===== src/rtl/mod_pc_sequencer_if.sv =====
// rtl/mod_pc_sequencer_if.sv - control/status bundle between the next-PC sequencer and its datapath
interface mod_pc_sequencer_if #(
    parameter int XLEN      = 32,
    parameter int RAS_DEPTH = 4
);
    localparam int CW = $clog2(RAS_DEPTH) + 1;

    logic            stall;
    logic [31:0]     instruction;
    logic            is_branch;
    logic            branch_cond;
    logic            is_j;
    logic            is_jal;
    logic            is_jr;
    logic [XLEN-1:0] rs_data;
    logic            exception;

    logic [XLEN-1:0] rg_pc;
    logic [XLEN-1:0] pc_plus4;
    logic [XLEN-1:0] link_address;
    logic [XLEN-1:0] epc;
    logic            addr_error;
    logic [XLEN-1:0] ras_pred;
    logic            ras_valid;
    logic            ras_mispredict;
    logic [CW-1:0]   ras_count;
    logic            ras_overflow;
    logic            ras_underflow;

    modport master (
        output stall, instruction, is_branch, branch_cond, is_j, is_jal, is_jr,
               rs_data, exception,
        input  rg_pc, pc_plus4, link_address, epc, addr_error, ras_pred, ras_valid,
               ras_mispredict, ras_count, ras_overflow, ras_underflow
    );

    modport slave (
        input  stall, instruction, is_branch, branch_cond, is_j, is_jal, is_jr,
               rs_data, exception,
        output rg_pc, pc_plus4, link_address, epc, addr_error, ras_pred, ras_valid,
               ras_mispredict, ras_count, ras_overflow, ras_underflow
    );
endinterface


===== src/rtl/mod_pc_sequencer.sv =====
// rtl/mod_pc_sequencer.sv - next-PC sequencer with EPC capture, JR alignment check and return-address stack
module mod_pc_sequencer #(
    parameter int          XLEN         = 32,
    parameter logic [31:0] RESET_VECTOR = 32'h0000_0000,
    parameter logic [31:0] EXC_VECTOR   = 32'h8000_0180,
    parameter int          RAS_DEPTH    = 4
) (
    input  logic              clk,
    input  logic              reset,
    mod_pc_sequencer_if.slave bus
);
    localparam int PW = $clog2(RAS_DEPTH);
    localparam int CW = PW + 1;
    localparam logic [XLEN-1:0] RST_PC  = XLEN'(RESET_VECTOR);
    localparam logic [XLEN-1:0] EXC_PC  = XLEN'(EXC_VECTOR);
    localparam logic [CW-1:0]   CNT_MAX = CW'(RAS_DEPTH);

    logic [XLEN-1:0] pc_q, pc_d;
    logic [XLEN-1:0] epc_q, epc_d;
    logic            ae_q, ae_d;
    logic            mp_q, mp_d;
    logic            ovf_q, ovf_d;
    logic            unf_q, unf_d;
    logic [XLEN-1:0] ras_q [RAS_DEPTH];
    logic [PW-1:0]   top_q, top_d;
    logic [CW-1:0]   cnt_q, cnt_d;
    logic            push;

    logic [XLEN-1:0] pc_plus4;
    logic [XLEN-1:0] jump_tgt;
    logic [XLEN-1:0] br_tgt;
    logic [XLEN-1:0] ras_pred;
    logic [PW-1:0]   top_m1;
    logic            ras_valid;
    logic            jr_ra;
    logic            jr_misaligned;
    logic            unused_opcode;

    assign pc_plus4      = pc_q + XLEN'(4);
    assign jump_tgt      = {pc_plus4[XLEN-1:28], bus.instruction[25:0], 2'b00};
    assign br_tgt        = pc_plus4 + {{(XLEN-18){bus.instruction[15]}}, bus.instruction[15:0], 2'b00};
    // top_q points at the next free slot, so the prediction lives one below it
    assign top_m1        = top_q - PW'(1);
    assign ras_valid     = (cnt_q != '0);
    assign ras_pred      = ras_valid ? ras_q[top_m1] : '0;
    assign jr_ra         = (bus.instruction[25:21] == 5'd31);
    assign jr_misaligned = (bus.rs_data[1:0] != 2'b00);
    assign unused_opcode = ^bus.instruction[31:26];

    always_comb begin
        pc_d  = pc_q;
        epc_d = epc_q;
        ae_d  = 1'b0;
        mp_d  = 1'b0;
        ovf_d = ovf_q;
        unf_d = unf_q;
        top_d = top_q;
        cnt_d = cnt_q;
        push  = 1'b0;
        if (bus.exception) begin
            pc_d  = EXC_PC;
            epc_d = pc_q;
        end else if (bus.stall) begin
            pc_d = pc_q;
        end else if (bus.is_jr && jr_misaligned) begin
            pc_d  = EXC_PC;
            epc_d = pc_q;
            ae_d  = 1'b1;
        end else if (bus.is_jr) begin
            pc_d = bus.rs_data;
            if (jr_ra) begin
                mp_d = !ras_valid || (bus.rs_data != ras_pred);
                if (ras_valid) begin
                    top_d = top_m1;
                    cnt_d = cnt_q - CW'(1);
                end else begin
                    unf_d = 1'b1;
                end
            end
        end else if (bus.is_j || bus.is_jal) begin
            pc_d = jump_tgt;
            if (bus.is_jal) begin
                // a full stack wraps onto its oldest entry
                push  = 1'b1;
                top_d = top_q + PW'(1);
                if (cnt_q == CNT_MAX) ovf_d = 1'b1;
                else                  cnt_d = cnt_q + CW'(1);
            end
        end else if (bus.is_branch && bus.branch_cond) begin
            pc_d = br_tgt;
        end else begin
            pc_d = pc_plus4;
        end
    end

    always_ff @(posedge clk or negedge reset) begin
        if (!reset) begin
            pc_q  <= RST_PC;
            epc_q <= '0;
            ae_q  <= 1'b0;
            mp_q  <= 1'b0;
            ovf_q <= 1'b0;
            unf_q <= 1'b0;
            top_q <= '0;
            cnt_q <= '0;
            for (int i = 0; i < RAS_DEPTH; i++) ras_q[i] <= '0;
        end else begin
            pc_q  <= pc_d;
            epc_q <= epc_d;
            ae_q  <= ae_d;
            mp_q  <= mp_d;
            ovf_q <= ovf_d;
            unf_q <= unf_d;
            top_q <= top_d;
            cnt_q <= cnt_d;
            if (push) ras_q[top_q] <= pc_plus4;
        end
    end

    assign bus.rg_pc          = pc_q;
    assign bus.pc_plus4       = pc_plus4;
    assign bus.link_address   = pc_plus4;
    assign bus.epc            = epc_q;
    assign bus.addr_error     = ae_q;
    assign bus.ras_pred       = ras_pred;
    assign bus.ras_valid      = ras_valid;
    assign bus.ras_mispredict = mp_q;
    assign bus.ras_count      = cnt_q;
    assign bus.ras_overflow   = ovf_q;
    assign bus.ras_underflow  = unf_q;
endmodule


===== src/flat_wrapper.sv =====
// flat-port wrapper written by rule: the top's interface ports become plain ports
module mod_pc_sequencer_flat 
#(
    parameter int          XLEN         = 32,
    parameter logic [31:0] RESET_VECTOR = 32'h0000_0000,
    parameter logic [31:0] EXC_VECTOR   = 32'h8000_0180,
    parameter int          RAS_DEPTH    = 4
)
  (clk, reset, bus_stall, bus_instruction, bus_is_branch, bus_branch_cond, bus_is_j, bus_is_jal, bus_is_jr, bus_rs_data, bus_exception, bus_rg_pc, bus_pc_plus4, bus_link_address, bus_epc, bus_addr_error, bus_ras_pred, bus_ras_valid, bus_ras_mispredict, bus_ras_count, bus_ras_overflow, bus_ras_underflow);
  mod_pc_sequencer_if #(.XLEN(XLEN), .RAS_DEPTH(RAS_DEPTH)) bus_i ();
  input  logic clk;
  input  logic reset;
  input wire logic [$bits(bus_i.stall)-1:0] bus_stall;
  input wire logic [$bits(bus_i.instruction)-1:0] bus_instruction;
  input wire logic [$bits(bus_i.is_branch)-1:0] bus_is_branch;
  input wire logic [$bits(bus_i.branch_cond)-1:0] bus_branch_cond;
  input wire logic [$bits(bus_i.is_j)-1:0] bus_is_j;
  input wire logic [$bits(bus_i.is_jal)-1:0] bus_is_jal;
  input wire logic [$bits(bus_i.is_jr)-1:0] bus_is_jr;
  input wire logic [$bits(bus_i.rs_data)-1:0] bus_rs_data;
  input wire logic [$bits(bus_i.exception)-1:0] bus_exception;
  output wire logic [$bits(bus_i.rg_pc)-1:0] bus_rg_pc;
  output wire logic [$bits(bus_i.pc_plus4)-1:0] bus_pc_plus4;
  output wire logic [$bits(bus_i.link_address)-1:0] bus_link_address;
  output wire logic [$bits(bus_i.epc)-1:0] bus_epc;
  output wire logic [$bits(bus_i.addr_error)-1:0] bus_addr_error;
  output wire logic [$bits(bus_i.ras_pred)-1:0] bus_ras_pred;
  output wire logic [$bits(bus_i.ras_valid)-1:0] bus_ras_valid;
  output wire logic [$bits(bus_i.ras_mispredict)-1:0] bus_ras_mispredict;
  output wire logic [$bits(bus_i.ras_count)-1:0] bus_ras_count;
  output wire logic [$bits(bus_i.ras_overflow)-1:0] bus_ras_overflow;
  output wire logic [$bits(bus_i.ras_underflow)-1:0] bus_ras_underflow;
  assign bus_i.stall = bus_stall;
  assign bus_i.instruction = bus_instruction;
  assign bus_i.is_branch = bus_is_branch;
  assign bus_i.branch_cond = bus_branch_cond;
  assign bus_i.is_j = bus_is_j;
  assign bus_i.is_jal = bus_is_jal;
  assign bus_i.is_jr = bus_is_jr;
  assign bus_i.rs_data = bus_rs_data;
  assign bus_i.exception = bus_exception;
  assign bus_rg_pc = bus_i.rg_pc;
  assign bus_pc_plus4 = bus_i.pc_plus4;
  assign bus_link_address = bus_i.link_address;
  assign bus_epc = bus_i.epc;
  assign bus_addr_error = bus_i.addr_error;
  assign bus_ras_pred = bus_i.ras_pred;
  assign bus_ras_valid = bus_i.ras_valid;
  assign bus_ras_mispredict = bus_i.ras_mispredict;
  assign bus_ras_count = bus_i.ras_count;
  assign bus_ras_overflow = bus_i.ras_overflow;
  assign bus_ras_underflow = bus_i.ras_underflow;
  mod_pc_sequencer #(.XLEN(XLEN), .RESET_VECTOR(RESET_VECTOR), .EXC_VECTOR(EXC_VECTOR), .RAS_DEPTH(RAS_DEPTH)) u_core (.clk(clk), .reset(reset), .bus(bus_i));
endmodule

===== config.mk =====
export PLATFORM = sky130hd
export DESIGN_NAME = mod_pc_sequencer_flat
export DESIGN_NICKNAME = d
export VERILOG_FILES = /design/src/rtl/mod_pc_sequencer_if.sv /design/src/rtl/mod_pc_sequencer.sv /design/src/flat_wrapper.sv
export SDC_FILE = /design/constraint.sdc
export NUM_CORES = 1
export LEC_CHECK = 0
export CAP_MARGIN = 20
export CORE_ASPECT_RATIO = 1.25
export CORE_MARGIN = 2
export CORE_UTILIZATION = 58
export CTS_BUF_LIST = sky130_fd_sc_hd__clkbuf_8
export CTS_CLUSTER_SIZE = 16
export DETAILED_ROUTE_END_ITERATION = 8
export PLACE_DENSITY = 0.95
export SLEW_MARGIN = 5
export SYNTH_ARGS = -nofsm -noshare
export SYNTH_HDL_FRONTEND = slang
export SYNTH_SLANG_ARGS = --single-unit

===== constraint.sdc =====
create_clock -name clk -period 6.4 [get_ports clk]
set_input_delay 0.64 -clock clk [delete_from_list [all_inputs] [get_ports clk]]
set_output_delay 0.64 -clock clk [all_outputs]
set_load 0.01 [all_outputs]

**Word-level counts from Yosys, hierarchy flattened**

Index checks and enable logic that the tools add are counted.

- Shift operators: 0
- Magnitude comparators: 3
- Div/mod/pow operators: 0
- Mux-type cells: 41
- Multipliers: 0
- Bitwise logic cells: 7
- Equality and inequality tests: 7
- Reduce and logical (&&, ||, !) cells: 16
- Add/subtract/negate cells: 6

Operator list:

| cell | number |
|---|---|
| $mux 32 | 13 |
| $bwmux 128 | 1 |
| $bmux 32 s2 | 1 |
| $demux 32 s2 | 1 |
| $add 32x3->32 const B | 1 |
| $add 32x32->32 | 1 |
| $ne 32x32->1 | 1 |
| $mux 3 | 6 |
| $mux 1 | 14 |
| $reduce_and 7->1 | 2 |
| $mux 2 | 5 |
| $reduce_and 8->1 | 1 |
| $reduce_bool 2->1 | 4 |
| $ge 3x3->1 const B | 2 |
| $ne 2x1->1 const B | 3 |
| $not 2->3 | 2 |
| $reduce_and 6->1 | 1 |
| $eq 5x5->1 const B | 1 |
| $not 1->1 | 5 |
| $add 3x1->3 const B | 1 |
| $eq 3x3->1 const B | 1 |
| $logic_and 1x1->1 | 3 |
| $lt 3x1->1 const B | 1 |
| $reduce_bool 3->1 | 1 |
| other kinds (7) | 8 |

- Logic and storage cells: 92
- Output and inout port bits: 168
- Register bits after elaboration: 201
- Memories kept: 0
- Bits in latches: 0
- Input port bits: 73
- Bits in read-only memories: 0
- Memory bits (writable): 0

**Logic depth before layout (Yosys ltp)**

Gate-level depths: netlist of run 1.

- Depth in word-level cells: 13
- Gate-level depth with buffers: 18
- Gate-level depth less buffers: 15

**Least setup slack after synthesis of run 1**

OpenSTA, ideal clock, no wires.

- Path type: register -> register
- Start point: register u_core.pc_q[4] (netlist: u_core.bus.rg_pc[4])
- End point: register u_core.pc_q[31] (netlist: u_core.bus.rg_pc[31])
- Required time: 6,313 ps
- Arrival: 3,575 ps
- Cell stages (with the launch flop): 18
- Path buffers: 2
- Setup time: 87 ps
- Clock period less this slack: 3,662 ps
- Path slack: 2,738 ps
- Cell sequence: dfrtp_1 and3_1 buf_2 and3_1 clkbuf_1 nand2_1 nor2_1 xnor2_1 inv_1 ha_1 a21oi_1 nor2_1 nor4_1 o21bai_1 o2111ai_1 a31oi_1 or4b_1 o211ai_1

- Longest elaborated chain between the ends: 8

RTL lines:

| what | line | source |
|---|---|---|
| start, declared | mod_pc_sequencer.sv:18 | `logic [XLEN-1:0] pc_q, pc_d;` |
| start signal, assigned | mod_pc_sequencer.sv:108 | `pc_q <= pc_d;` |
| $add 32x3->32 | mod_pc_sequencer.sv:39 | `assign pc_plus4 = pc_q + XLEN'(4);` |
| via bus_link_address[14] | flat_wrapper.sv:24 | `output wire logic [$bits(bus_i.link_address)-1:0] bus_link_address;` |
| $add 32x32->32 | mod_pc_sequencer.sv:41 | `assign br_tgt = pc_plus4 + {{(XLEN-18){bus.instruction[15]}}, bus.instruction[15:0], 2'b00};` |
| $mux 32 | mod_pc_sequencer.sv:89 | `end else if (bus.is_branch && bus.branch_cond) begin` |
| $mux 32 | mod_pc_sequencer.sv:80 | `end else if (bus.is_j \|\| bus.is_jal) begin` |
| $mux 32 | mod_pc_sequencer.sv:69 | `end else if (bus.is_jr) begin` |
| $mux 32 | mod_pc_sequencer.sv:65 | `end else if (bus.is_jr && jr_misaligned) begin` |
| $mux 32 | mod_pc_sequencer.sv:63 | `end else if (bus.stall) begin` |
| $mux 32 | mod_pc_sequencer.sv:60 | `if (bus.exception) begin` |

The timed path passes the listed nets, and every way through them passes these cells. The select of a mux whose other input is x is not followed.
A chain may end at the register's enable or synchronous reset.

**Worst setup path after layout of run 1**

- Start point: register u_core.pc_q[2] (netlist: u_core.bus.rg_pc[2])
- End point: register u_core.pc_q[31] (netlist: u_core.bus.rg_pc[31])

- Longest elaborated chain between the ends: 8

RTL lines:

| what | line |
|---|---|
| $add 32x3->32 * | mod_pc_sequencer.sv:39 |
| $add 32x32->32 | mod_pc_sequencer.sv:41 |
| $mux 32 | mod_pc_sequencer.sv:89 |
| $mux 32 * | mod_pc_sequencer.sv:80 |
| $mux 32 * | mod_pc_sequencer.sv:69 |
| $mux 32 * | mod_pc_sequencer.sv:65 |
| $mux 32 * | mod_pc_sequencer.sv:63 |
| $mux 32 * | mod_pc_sequencer.sv:60 |

Mark *: on every way between the ends. The rest lies on a longest branch, timed or not. The select of a mux whose other input is x is not followed.

==> out/summary.txt, run 1 <==
Mapped Cells -> 1256
Sink Count -> 201
Synthesis Warnings -> 0
Worst Hold Class -> primary input to async pin
Max Slew Vio Count -> 0
Final setup fails -> 0
CTS Buffer Depth -> 3
Setup slack, reg-to-reg -> 1.81 ns
Crit path required time -> 6.88 ns
Critical Path Source Type -> register
Part of the power in registers -> 0.363
Switch Pwr -> 1.572 mW
Crit path arrival time -> 5.07 ns
RSZ-0062 raised after global routing -> no
Ys async rst share -> 1.000
Comb pwr share -> 0.370
CTS tree -> yes
DR WL/cell -> 23.60 um
Rows -> 58
Clock skew -> 0.02396 ns
Relative slew slack -> 0.2014
Sequential cell area fraction in the yosys report -> 0.4191
# IOs -> 241
DRT iter0 DRCs -> 1636
Post-synth EDFFs -> 0
Least-Margin Pin Slew -> 1.193 ns
Number of port buffers -> 234
Post-Syn Area per Cell -> 9.555 um^2
Sw frac -> 0.3519
Status -> finished clean
Initial Utilization -> 0.5928
Final ANT Viol Nets -> 0
CTS root buffer -> clkbuf_8
Die height -> 164.8 um
Hold-fix buffer count after cts -> 0
Pint -> 2.895 mW
Final min period -> 4.591 ns
H-tree depth -> 1
First-pass GRT wire length -> 62200 um
Crit-path cells -> ha_1 > and3_1 > nand2_1 > nor2_1 > xnor2_1 > inv_1 > ha_1 > a21oi_1 > nor2_1 > nor4_1 > o21bai_1 > o2111ai_1 > a31oi_1 > or4b_1 > o211ai_1
Kind of end point of the critical path -> register
Most frequent cells in the layout -> clkdlybuf4s50_1 (233), dfrtp_1 (200), nand2_1 (180), o21ai_0 (171), a21oi_1 (60)
Cell at the slowest stage of the critical path -> dfrtp_1
Vias per cell -> 6.587
CTS Buf Count -> 31
Number of global-route vias before repair -> 11350
Commonest non-fill, non-tap cell in the layout -> clkdlybuf4s50_1
Cell Pwr Density -> 298.3 mW/mm^2
F_max -> 217.8 MHz
Worst vdd ir -> 0.2175 mV
Detailed placement HPWL -> 27710 um
#FFs+latches synth -> 201
DIE AREA -> 0.02187 mm^2
Die X -> 132.7 um
Final TNS setup -> 0 ns
Initial DRT Pass Iterations -> 6
Distinct cells, synth -> 71
Critical path type -> register to register
Largest net degree at the start of global routing -> 82
Mapped Nets -> 1372
Latest clock arrival within the worst-skew pair -> 0.58 ns
Initial antenna violation count -> 0
P&R area growth vs syn -> 24.75%
Final Hold Fails -> 0
Post_cts resized -> 0
GR Overflow Total -> 0
Gr usage total -> 0.3684
Clk pwr share -> 0.267
Total setup buffers inserted after CTS -> 0
Leak pwr -> 6.612 nW
Clk slew on worst S/H paths -> 0.07 ns
Core Box Area -> 0.02025 mm^2
Most used DFF post-synth -> dfrtp_1
DRC viols -> 0
Mapped Area -> 0.01200 mm^2
# Max-Cap Violations -> 0
Crit-path max FO -> 13
WL final -> 40740 um
Worst path max stage delay -> 0.62 ns
Vias -> 11370
Hold slack final -> 0.1077 ns
# nets final -> 1552
Share of cells above drive strength 1 -> 0.1100
Fin crit share -> 0.7174
Gpl congestion -> 0.9526
synthesized netlist by cell type (all sizes together), types with 24 or more instances:
| master | instances | area, um^2 |
|---|---|---|
| dfrtp | 201 | 5030 |
| nand2 | 180 | 675.7 |
| o21ai | 174 | 870.8 |
| a21oi | 61 | 309.1 |
| clkbuf | 54 | 202.7 |
| xor2 | 52 | 470.5 |
| buf | 48 | 370.3 |
| nor2 | 47 | 176.4 |
| inv | 46 | 172.7 |
| and2 | 41 | 269.0 |
| ha | 41 | 513.0 |
| mux2 | 40 | 450.4 |
| mux4 | 32 | 735.7 |
| xnor2 | 27 | 236.5 |
| nor3 | 24 | 130.1 |
per-layer routing:
| metal | wire length (um) | up-vias | global-route usage |
|---|---|---|---|
| met2 | 18810 | 980 | 0.5838 |
| met5 | 0 | - | 0 |
| met4 | 3037 | 0 | 0.2512 |
| li1 | - | 4780 | - |
| met1 | 13760 | 5364 | 0.4489 |
| met3 | 5124 | 246 | 0.08932 |
critical path, delay by kind of cell (launching register included):
family          cells  cell delay (ns)
compound gates      5             1.14
xor+xnor            1             0.26
fa+ha+maj           2             0.65
buf+inv             1             0.17
flops               1             0.62
simple gates        6             1.67
registers in the layout, summed over array words and instances, names as in the netlist:
register,count
u_core.top_q,2
u_core.bus.ras_mispredict,1
u_core.bus.epc,32
u_core.ras_q,128
u_core.bus.rg_pc,32
u_core.bus.ras_count,3
u_core.bus.ras_overflow,1
u_core.bus.ras_underflow,1
u_core.bus.addr_error,1
final cells by class:
class,instances,area (um^2)
inverter,46,172.7
multi-input combinational,907,6242
tap,270,337.8
sequential,201,5031
fill,1290,5275
antenna,1,2.502
timing repair buffer,249,2499
clock inverter,9,95.09
clock buffer,43,591.8
kinds of logic after synthesis:
kind of cell	synth area share
simple gates	0.1531
compound gates	0.1593
xor+xnor	0.05890
fa+ha+maj	0.04608
buf+inv	0.06213
mux	0.1013
flops	0.4191
final timing paths:
check,start,end,cells past startpoint
hold reg to reg,u_core.ras_q[86]$_DFFE_PN0P_,u_core.ras_q[86]$_DFFE_PN0P_,2
setup reg to reg,u_core.bus.rg_pc[2]$_DFFE_PN0P_,u_core.bus.rg_pc[31]$_DFFE_PN0P_,15
hold / removal,reset,u_core.ras_q[112]$_DFFE_PN0P_,1
max in group asynchronous,reset,u_core.top_q[0]$_DFFE_PN0P_,2
min in group clk,u_core.ras_q[86]$_DFFE_PN0P_,u_core.ras_q[86]$_DFFE_PN0P_,2
setup / recovery,u_core.bus.rg_pc[2]$_DFFE_PN0P_,u_core.bus.rg_pc[31]$_DFFE_PN0P_,15
power by group through the flow:
stage                     combinational [mW]  clock (mW)  sequential [mW]
after floorplan                        0.965           0             1.60
after global placement                  1.51           0             1.61
after detailed placement                1.58           0             1.63
after CTS                               1.61        1.19             1.61
after global routing                    1.74        1.25             1.64
final                                   1.65        1.19             1.62
metrics by stage:
step / util / cells / setup WS [ns] / instance area [um^2] / power [mW]
after floorplan: - / 1256 / 2.739 / 12000 / 2.561
after global placement: 0.7027 / 1671 / 2.070 / 14230 / 3.118
after detailed placement: 0.7041 / 1672 / 2.054 / 14250 / 3.210
after CTS: 0.7380 / 1724 / 1.987 / 14940 / 4.412
after global routing: 0.7393 / 1725 / 1.704 / 14970 / 4.626
final: 0.7395 / 1726 / 1.809 / 14970 / 4.467
Note: power is estimated with default switching activity, not from simulation.
==> run 2, diff against run 1 <==
--- a/config.mk
+++ b/config.mk
@@ -8,11 +8,11 @@
 export CAP_MARGIN = 20
 export CORE_ASPECT_RATIO = 1.25
 export CORE_MARGIN = 2
-export CORE_UTILIZATION = 58
+export CORE_UTILIZATION = 49
 export CTS_BUF_LIST = sky130_fd_sc_hd__clkbuf_8
 export CTS_CLUSTER_SIZE = 16
 export DETAILED_ROUTE_END_ITERATION = 8
-export PLACE_DENSITY = 0.95
+export PLACE_DENSITY = 0.88
 export SLEW_MARGIN = 5
 export SYNTH_ARGS = -nofsm -noshare
 export SYNTH_HDL_FRONTEND = slang
==> constraint.sdc (replaced) <==
create_clock -name clk -period 4.1 [get_ports clk]
set_input_delay 0.41 -clock clk [delete_from_list [all_inputs] [get_ports clk]]
set_output_delay 0.41 -clock clk [all_outputs]
set_load 0.01 [all_outputs]
==> out/summary.txt, run 2 (synthesis gave the netlist of run 1 again) <==
Total setup buffers inserted after CTS -> 0
Gpl congestion -> 0.9825
Largest Register -> u_core.ras_q
Critical Path Source Type -> register
Initial antenna violation count -> 1
# nets final -> 1613
Most frequent cells in the layout -> clkdlybuf4s50_1 (233), dfrtp_1 (199), nand2_1 (180), o21ai_0 (171), buf_4 (66)
Detailed placement HPWL -> 29120 um
Final Hold Fails -> 0
Cell Pwr Density -> 452.9 mW/mm^2
Fin worst setup slack -> 0.1514 ns
Rows -> 64
Placed cell area -> 0.01480 mm^2
CTS tree -> yes
DRT iter0 DRCs -> 1344
Final min period -> 3.949 ns
Largest net degree at the start of global routing -> 134
Relative slew slack -> 0.4488
# Max-Cap Violations -> 0
Die X -> 144.0 um
Latest clock arrival within the worst-skew pair -> 0.55 ns
Final ANT Viol Nets -> 0
Clock skew -> 0.03085 ns
Commonest non-fill, non-tap cell in the layout -> clkdlybuf4s50_1
Max reg flops -> 128
Initial DRT Pass Iterations -> 8
Initial Utilization -> 0.4946
Gr usage total -> 0.3237
Vias -> 11640
Worst Hold Class -> primary input to async pin
DIE AREA -> 0.02577 mm^2
Critical path type -> register to register
Worst vdd ir -> 0.2538 mV
GR Overflow Total -> 0
Number of global-route vias before repair -> 11420
Vias per cell -> 6.278
Status -> finished clean
Crit path required time -> 4.57 ns
Die height -> 179.0 um
Setup slack, reg-to-reg -> 0.15 ns
Final TNS setup -> 0 ns
WL final -> 41580 um
CTS Buffer Depth -> 3
Final setup fails -> 0
Core Box Area -> 0.02426 mm^2
Least-Margin Pin Slew -> 0.8238 ns
F_max -> 253.3 MHz
First-pass GRT wire length -> 63160 um
DR WL/cell -> 22.43 um
Leak pwr -> 6.942 nW
Worst-case reg-to-reg path depth -> 15
Share of cells above drive strength 1 -> 0.1477
Kind of end point of the critical path -> register
# IOs -> 241
Fin crit share -> 0.9631
Crit-path max FO -> 8
Final design utilization -> 0.6422
Clk slew on worst S/H paths -> 0.07 ns
CTS root buffer -> clkbuf_8
Crit path arrival time -> 4.42 ns
Sink Count -> 201
Total Power -> 7.057 mW
P&R area growth vs syn -> 29.84%
H-tree depth -> 2
Max Slew Vio Count -> 0
Post-route cell area -> 0.01558 mm^2
Number of port buffers -> 234
DRC viols -> 0
Fill count -> 1794
CTS Buf Count -> 34
DP Worst Slack -> 0.2237 ns
## run 2: cell types whose count changed in the layout (fill, tap and decap cells not counted), sizes merged
cell	previous run	this run
buf	15	72
inv	48	54
clkbuf	44	48
bufinv	2	0
clkinvlp	1	3
dlygate4sd3	0	1
## run 2: per-layer routing
metal  up-vias  track usage  routed length [um]
met2       935       0.5252               19540
met1      5564       0.3958               14620
met5         -            0                   0
met3       226      0.06143                4442
li1       4914            -                   -
met4         0       0.2079                2972
## run 2: through the flow
step,hold WS [ns],instances
after global routing,0.3650,1853
after detailed placement,0.4629,1789
final,0.3234,1854
after CTS,0.1182,1851
after global placement,0.4536,1789
after floorplan,0.1144,1256
## run 2: critical path: stages, from the launching register on
cell and delay, ns:
dfrtp_1 0.53, and4_1 0.30, nand3_1 0.19, nor2_2 0.25
xnor2_1 0.18, inv_1 0.14, ha_1 0.40, nand4_1 0.15
nor2_1 0.06, nor4_1 0.33, o21bai_1 0.19, o2111ai_1 0.26
buf_4 0.16, a31oi_1 0.14, or4b_1 0.50, o211ai_1 0.10
## run 2: final timing paths
| check | startpoint | end |
|---|---|---|
| min reg2reg | u_core.bus.ras_overflow$_DFFE_PN0P_ | u_core.bus.ras_overflow$_DFFE_PN0P_ |
| max reg2reg | u_core.bus.rg_pc[11]$_DFFE_PN0P_ | u_core.bus.rg_pc[31]$_DFFE_PN0P_ |
| max in group asynchronous | reset | u_core.ras_q[71]$_DFFE_PN0P_ |
| min in group clk | u_core.bus.ras_overflow$_DFFE_PN0P_ | u_core.bus.ras_overflow$_DFFE_PN0P_ |
| max | u_core.bus.rg_pc[11]$_DFFE_PN0P_ | u_core.bus.rg_pc[31]$_DFFE_PN0P_ |
| min | reset | u_core.ras_q[77]$_DFFE_PN0P_ |
## run 2: layout make-up
cell class                      count  area (um^2)  area share
Antenna cell                        1        2.502   0.0001606
Clock buffer                       47        646.9     0.04151
Clock inverter                     15        81.33    0.005219
Inverter                           46        172.7     0.01108
Multi-Input combinational cell    907         6255      0.4014
Sequential cell                   201         5032      0.3229
Tap cell                          330        412.9     0.02650
Timing Repair Buffer              307         2979      0.1912
## run 2: power breakdown
group          leakage, nW  total (mW)  switching, mW  internal (mW)
Sequential            2.70        2.50          0.205           2.30
Clock                0.396        1.91          0.881           1.03
Combinational         3.85        2.64           1.42           1.22
## run 2: timing repair
action	4_1_cts	5_1_grt
endpoints found under the hold margin	0	33
resized for setup	0	4
endpoints found under the setup margin	0	2
hold buffers	0	1
